===== config.mk =====
export PLATFORM = sky130hd
export DESIGN_NAME = moon_motion_sequencer
export DESIGN_NICKNAME = d
export VERILOG_FILES = /design/src/rtl/moon_motion_sequencer.sv
export SDC_FILE = /design/constraint.sdc
export NUM_CORES = 1
export LEC_CHECK = 0
export BUFFER_PORTS_ARGS = -buffer_cell sky130_fd_sc_hd__buf_4
export CAP_MARGIN = 20
export CELL_PAD_IN_SITES_DETAIL_PLACEMENT = 1
export CELL_PAD_IN_SITES_GLOBAL_PLACEMENT = 1
export CORE_MARGIN = 4
export CORE_UTILIZATION = 40
export CTS_BUF_LIST = sky130_fd_sc_hd__clkbuf_8
export DETAILED_ROUTE_END_ITERATION = 12
export PLACE_DENSITY_LB_ADDON = 0.08
export SLEW_MARGIN = 20
export SYNTH_ARGS = -nofsm -noshare
export SYNTH_HDL_FRONTEND = slang
export SYNTH_SLANG_ARGS = --single-unit

===== constraint.sdc =====
create_clock -name clk -period 2.7 [get_ports clk]
set_clock_uncertainty 0.05 [all_clocks]
set_input_delay 0.54 -clock clk [delete_from_list [all_inputs] [get_ports clk]]
set_output_delay 0.54 -clock clk [all_outputs]
set_load 0.02 [all_outputs]

===== src/rtl/moon_motion_sequencer.sv =====
// Moon boss movement sequencer: tick divider plus a HOME/AIM/DASH/REST phase machine.
// It issues the home-load pulse and the single-pixel step commands to the position datapath.
module moon_motion_sequencer #(
  parameter int TIME_MAX    = 2000000,
  parameter int MAX_X       = 384,
  parameter int MAX_Y       = 448,
  parameter int HOME_X      = 192,
  parameter int HOME_Y      = 100,
  parameter int START_TICKS = 200,
  parameter int DASH_TICKS  = 128,
  parameter int REST_TICKS  = 64
) (
  input  logic        clk,
  input  logic        reset,
  input  logic        enable,
  input  logic [25:0] speed_offset,
  input  logic [9:0]  player_x,
  input  logic [9:0]  player_y,
  input  logic [9:0]  moon_x,
  input  logic [9:0]  moon_y,
  output logic        pos_load,
  output logic [9:0]  load_x,
  output logic [9:0]  load_y,
  output logic        step_valid,
  output logic [1:0]  step_x,
  output logic [1:0]  step_y,
  output logic [1:0]  phase,
  output logic        tick
);

  typedef enum logic [1:0] {
    S_HOME = 2'd0,
    S_AIM  = 2'd1,
    S_DASH = 2'd2,
    S_REST = 2'd3
  } state_t;

  localparam logic [25:0] TIME_MAX_W = 26'(TIME_MAX);
  localparam logic [1:0]  STEP_POS   = 2'b01;
  localparam logic [1:0]  STEP_NEG   = 2'b11;
  localparam logic [1:0]  STEP_ZERO  = 2'b00;

  function automatic logic [1:0] sign_of(input logic [10:0] d);
    if (d == 11'd0)  return STEP_ZERO;
    else if (d[10])  return STEP_NEG;
    else             return STEP_POS;
  endfunction

  state_t      r_state;
  state_t      w_next_state;
  logic [25:0] w_period;
  logic [25:0] r_count;
  logic        r_tick;
  logic        w_tick;
  logic [15:0] r_cnt;
  logic [15:0] r_budget;
  logic [1:0]  r_dir_x;
  logic [1:0]  r_dir_y;
  logic [1:0]  r_step_x;
  logic [1:0]  r_step_y;
  logic        r_step_valid;
  logic        r_first;
  logic        r_pos_load;
  logic [10:0] w_dx;
  logic [10:0] w_dy;
  logic [1:0]  w_aim_x;
  logic [1:0]  w_aim_y;
  logic [1:0]  w_clip_x;
  logic [1:0]  w_clip_y;
  logic        w_move;

  // A speed offset at or beyond TIME_MAX would give a zero or wrapped period.
  assign w_period = (speed_offset >= TIME_MAX_W) ? 26'd1 : (TIME_MAX_W - speed_offset);

  // NOTE: clocked state uses non-blocking assignments so every register samples pre-edge values.
  always_ff @(posedge clk or posedge reset) begin
    if (reset) begin
      r_count <= 26'd0;
      r_tick  <= 1'b0;
    end else if (enable) begin
      if (r_count == w_period) begin
        r_count <= 26'd0;
        r_tick  <= 1'b1;
      end else if (r_count > w_period) begin
        r_count <= 26'd0;
        r_tick  <= 1'b0;
      end else begin
        r_count <= r_count + 26'd1;
        r_tick  <= 1'b0;
      end
    end
  end

  // A tick pending when enable drops is held and fires once the game resumes.
  assign w_tick = r_tick & enable;

  assign w_dx    = {1'b0, player_x} - {1'b0, moon_x};
  assign w_dy    = {1'b0, player_y} - {1'b0, moon_y};
  assign w_aim_x = sign_of(w_dx);
  assign w_aim_y = sign_of(w_dy);

  assign w_clip_x = (((moon_x == 10'd0) && (r_dir_x == STEP_NEG)) ||
                     ((moon_x >= 10'(MAX_X)) && (r_dir_x == STEP_POS))) ? STEP_ZERO : r_dir_x;
  assign w_clip_y = (((moon_y == 10'd0) && (r_dir_y == STEP_NEG)) ||
                     ((moon_y >= 10'(MAX_Y)) && (r_dir_y == STEP_POS))) ? STEP_ZERO : r_dir_y;
  assign w_move   = (w_clip_x != STEP_ZERO) || (w_clip_y != STEP_ZERO);

  always_ff @(posedge clk or posedge reset) begin
    if (reset) r_state <= S_HOME;
    else       r_state <= w_next_state;
  end

  // NOTE: the default assignment first keeps this combinational block free of latches.
  always_comb begin
    w_next_state = r_state;
    if (w_tick) begin
      case (r_state)
        S_HOME: if (r_cnt == 16'(START_TICKS - 1)) w_next_state = S_AIM;
        S_AIM:  w_next_state = ((w_aim_x == STEP_ZERO) && (w_aim_y == STEP_ZERO)) ? S_REST : S_DASH;
        S_DASH: if (!w_move || (r_budget == 16'd1)) w_next_state = S_REST;
        S_REST: if (r_cnt == 16'(REST_TICKS - 1)) w_next_state = S_AIM;
        default: w_next_state = S_HOME;
      endcase
    end
  end

  always_comb begin
    phase      = r_state;
    pos_load   = r_pos_load;
    load_x     = 10'(HOME_X);
    load_y     = 10'(HOME_Y);
    step_valid = r_step_valid;
    step_x     = r_step_x;
    step_y     = r_step_y;
    tick       = w_tick;
  end

  // r_first marks the first clocked cycle out of reset, which is the only HOME entry.
  always_ff @(posedge clk or posedge reset) begin
    if (reset) begin
      r_cnt        <= 16'd0;
      r_budget     <= 16'd0;
      r_dir_x      <= STEP_ZERO;
      r_dir_y      <= STEP_ZERO;
      r_step_x     <= STEP_ZERO;
      r_step_y     <= STEP_ZERO;
      r_step_valid <= 1'b0;
      r_first      <= 1'b1;
      r_pos_load   <= 1'b0;
    end else begin
      r_first      <= 1'b0;
      r_pos_load   <= r_first;
      r_step_valid <= 1'b0;
      if (w_tick) begin
        case (r_state)
          S_HOME: r_cnt <= (w_next_state == S_AIM) ? 16'd0 : r_cnt + 16'd1;
          S_AIM: begin
            r_dir_x  <= w_aim_x;
            r_dir_y  <= w_aim_y;
            r_step_x <= w_aim_x;
            r_step_y <= w_aim_y;
            r_budget <= 16'(DASH_TICKS);
            r_cnt    <= 16'd0;
          end
          S_DASH: begin
            r_cnt <= 16'd0;
            if (w_move) begin
              r_step_valid <= 1'b1;
              r_step_x     <= w_clip_x;
              r_step_y     <= w_clip_y;
              r_budget     <= r_budget - 16'd1;
            end
          end
          S_REST: r_cnt <= (w_next_state == S_AIM) ? 16'd0 : r_cnt + 16'd1;
          default: r_cnt <= 16'd0;
        endcase
      end
    end
  end

endmodule

==> flow_summary.json <==
{
  "dpl_cell_area_um2": 7900,
  "async_flop_share_pct": 100,
  "dpl.hpwl_mm": 15.1,
  "maxCapViolations": 0,
  "worstPathMaxFanout": 6,
  "drtIter0Drc": 310,
  "seq_power_share_pct": 30.7,
  "clockRootBuffer": "clkbuf_8",
  "drive_gt1_share_pct": 35.0,
  "slew_headroom_pct": 54.3,
  "syn_area_um2": 6130,
  "finalSetupViolCount": 43,
  "io_pins": 98,
  "start_kind": "input port",
  "setup_tns_ns": -39.53,
  "seq_area_frac_synth_pct": 29.4,
  "cts_hold_buf": 0,
  "start_util_pct": 41.5,
  "combinationalPowerShare_pct": 48.1,
  "fin_area_um2": 8860,
  "layout.nets": 1096,
  "worstHoldPathType": "in -> async",
  "via_count": 6461,
  "slew_viol_final": 0,
  "gr-usage-all-layers_pct": 22.4,
  "core_um2": 14800,
  "p_switching_mw": 1.78,
  "multi_input_area_um2": 4560,
  "grt_pass1_vias": 6961,
  "grt_pass1_wl_mm": 33.1,
  "wl_mm": 20.6,
  "drcViolationCount": 0,
  "syn2layout_area_growth_pct": 44.7,
  "endpoint_kind": "flop",
  "tightest_slew_ns": 0.678,
  "cts_tree": "done",
  "vdd_drop_max_v": 0.000271,
  "viasPerCell": 5.57,
  "num_antenna_cells": 0,
  "numClockSinks": 72,
  "ys_ff_latch": 72,
  "grt_max_degree": 42,
  "place_ws_ns": -1.70,
  "cp.arrival_ns": 4.33,
  "max_freq_ghz": 0.242,
  "path_clk_slew_ns": 0.08,
  "period_share_pct": 153,
  "rsz0062_at_grt": "true",
  "synth_top_area_share_pct": 29.0,
  "postRouteAntennaNets": 0,
  "synth_commonest_cells": "dfrtp_1 (71), nand2_1 (69), nor2_1 (62)",
  "syn_area_per_cell_um2": 8.27,
  "synth.most_common_cell": "dfrtp_1",
  "clock_path_buffers": 2,
  "routedWlPerCell_um": 17.7,
  "core.rowCount": 44,
  "antenna_found_initial": 0,
  "port_buffers": 77,
  "status": "complete, but fails checks",
  "clock_latency_ns": 0.36,
  "synthTopCellsByArea": "dfrtp_1 (29%), ha_1 (11%), o21ai_0 (4.3%)",
  "gp_congestion": 0.851,
  "cp.required_ns": 2.90,
  "p_per_area_nw_per_um2": 517,
  "yosys_warnings": 0,
  "die_h_um": 132,
  "h-tree-depth": 3,
  "dieArea_um2": 17400,
  "fp.dieW_um": 132,
  "synth_top_cell_by_area": "dfrtp_1",
  "synthCells": 741,
  "crit_type": "in -> reg",
  "cts_made_buffers": 9,
  "fin_ws_ns": -1.43,
  "internal-power_mw": 2.81,
  "hold_viol_final": 0,
  "p_sw_share_pct": 38.8,
  "finalCriticalPeriod_ns": 4.13,
  "violations": "setup timing",
  "first_pass_iters": 6,
  "ff_latch_area_um2": 1800,
  "fillers": 1748,
  "synth.distinct_cells": 73,
  "yosys_most_used_dff": "dfrtp_1",
  "grt_overflow": 0,
  "leakage_nw": 4.18,
  "clockPowerShare_pct": 21.2,
  "synth_enable_flop_cells": 0
}
path summary, 6_finish.rpt:
| kind | start | to | slack [ns] | depth (start not counted) |
|---|---|---|---|---|
| worst min-delay path | reset | pos_load$_DFF_PP0_ | 0.22 | 3 |
| min in group clk | r_first$_DFF_PP1_ | pos_load$_DFF_PP0_ | 0.34 | 0 |
| worst max-delay path | speed_offset[3] | r_count[0]$_DFFE_PP0P_ | -1.43 | 22 |
| worst max register to register | r_cnt[15]$_DFFE_PP0P_ | r_cnt[12]$_DFFE_PP0P_ | -0.30 | 9 |
| worst min register to register | r_first$_DFF_PP1_ | pos_load$_DFF_PP0_ | 0.34 | 0 |
| max in group asynchronous | reset | r_budget[3]$_DFFE_PP0P_ | 1.95 | 3 |
layout by cell type, fill, tap and decap left out, types with 6 or more instances in the layout:
cell type and instances:
a21o_1 14, a21oi_1 17, a21oi_2 6, a22o_1 17, a31oi_1 8, and2_1 7
and3_1 15, buf_4 212, buf_6 14, clkbuf_8 9, conb_1 26, dfrtp_1 71
ha_1 46, ha_4 8, inv_1 51, mux2i_1 6, nand2_1 62, nand2_2 6
nand2b_1 13, nand3_1 23, nand4_1 16, nor2_1 60, nor2b_1 14, nor3_1 23
nor4_1 10, o211ai_1 7, o21ai_0 25, o21ai_1 7, o21ai_2 19, o22ai_1 6
or3_1 7, xnor2_1 17, xor2_1 12
metrics by stage:
| step | hold slack (ns) | power (mW) | instances | utilization (%) |
|---|---|---|---|---|
| finish | 0.223 | 4.58 | 1161 | 60.1 |
| global placement | 0.330 | 3.02 | 1127 | 53.6 |
| CTS | 0.214 | 4.29 | 1153 | 57.2 |
| detailed placement | 0.334 | 3.12 | 1127 | 53.6 |
| global route | 0.245 | 4.86 | 1161 | 60.1 |
| floorplan | 0.329 | 2.39 | 765 | - |
area by class of cell:
class	instances	share of cell area, %
Inverter	53	2.24
Multi-Input combinational cell	605	51.4
Clock inverter	7	1.09
Tap cell	184	2.60
Clock buffer	9	1.40
Timing Repair Buffer	231	20.9
Sequential cell	72	20.3
worst max-delay path, stage by stage:
cell      delay (ns)
buf_6           0.09
or4_4           0.56
o21ai_4         0.19
a21boi_2        0.09
o21ai_2         0.14
nor2b_4         0.17
o41ai_2         0.07
a31oi_1         0.22
buf_4           0.21
buf_6           0.11
nand3_4         0.06
ha_4            0.26
nand4_1         0.20
a21oi_2         0.21
a211oi_2        0.05
o21a_1          0.17
o21a_1          0.22
o21ai_4         0.18
buf_12          0.16
buf_12          0.12
nor2_4          0.04
mux2_4          0.26
registers in the layout, indices dropped and copies added (netlist names):
name        cells
pos_load        1
phase           2
r_tick          1
step_y          2
r_budget       16
r_cnt          16
step_x          2
r_dir_x         2
r_dir_y         2
r_first         1
r_count        26
step_valid      1
power by group through the flow:
stage          sequential (mW)  combinational (mW)  clock, mW
6_report                  1.41                2.20      0.971
2_1_floorplan             1.39                1.00          0
5_1_grt                   1.43                2.39       1.04
3_5_place_dp              1.40                1.72          0
3_3_place_gp              1.39                1.63          0
4_1_cts                   1.39                1.90       1.00
cell families after synthesis:
kind of cell / count (synthesis) / synth area share, %
compound gates: 191 / 21.4
flops: 72 / 29.4
buf+inv: 88 / 6.88
xor+xnor: 29 / 4.15
other cells: 2 / 0.123
fa+ha+maj: 55 / 11.2
mux: 10 / 1.72
simple gates: 294 / 25.0
metal layers:
metal / GRT usage (%) / up-vias / routed length, um
met2: 40.2 / 125 / 10600
met3: 3.36 / 34 / 631
li1: - / 3137 / -
met4: 7.00 / 0 / 443
met5: 0 / - / 0
met1: 27.7 / 3165 / 8920
repair_timing:
action	in CTS	in global routing
hold endpoints to repair	0	0
pin swaps	24	54
endpoints found under the setup margin	43	46
gates resized for setup	55	71
cloned	2	0
buffers inserted	8	9
No activity file was read; power rests on OpenSTA's default activity.
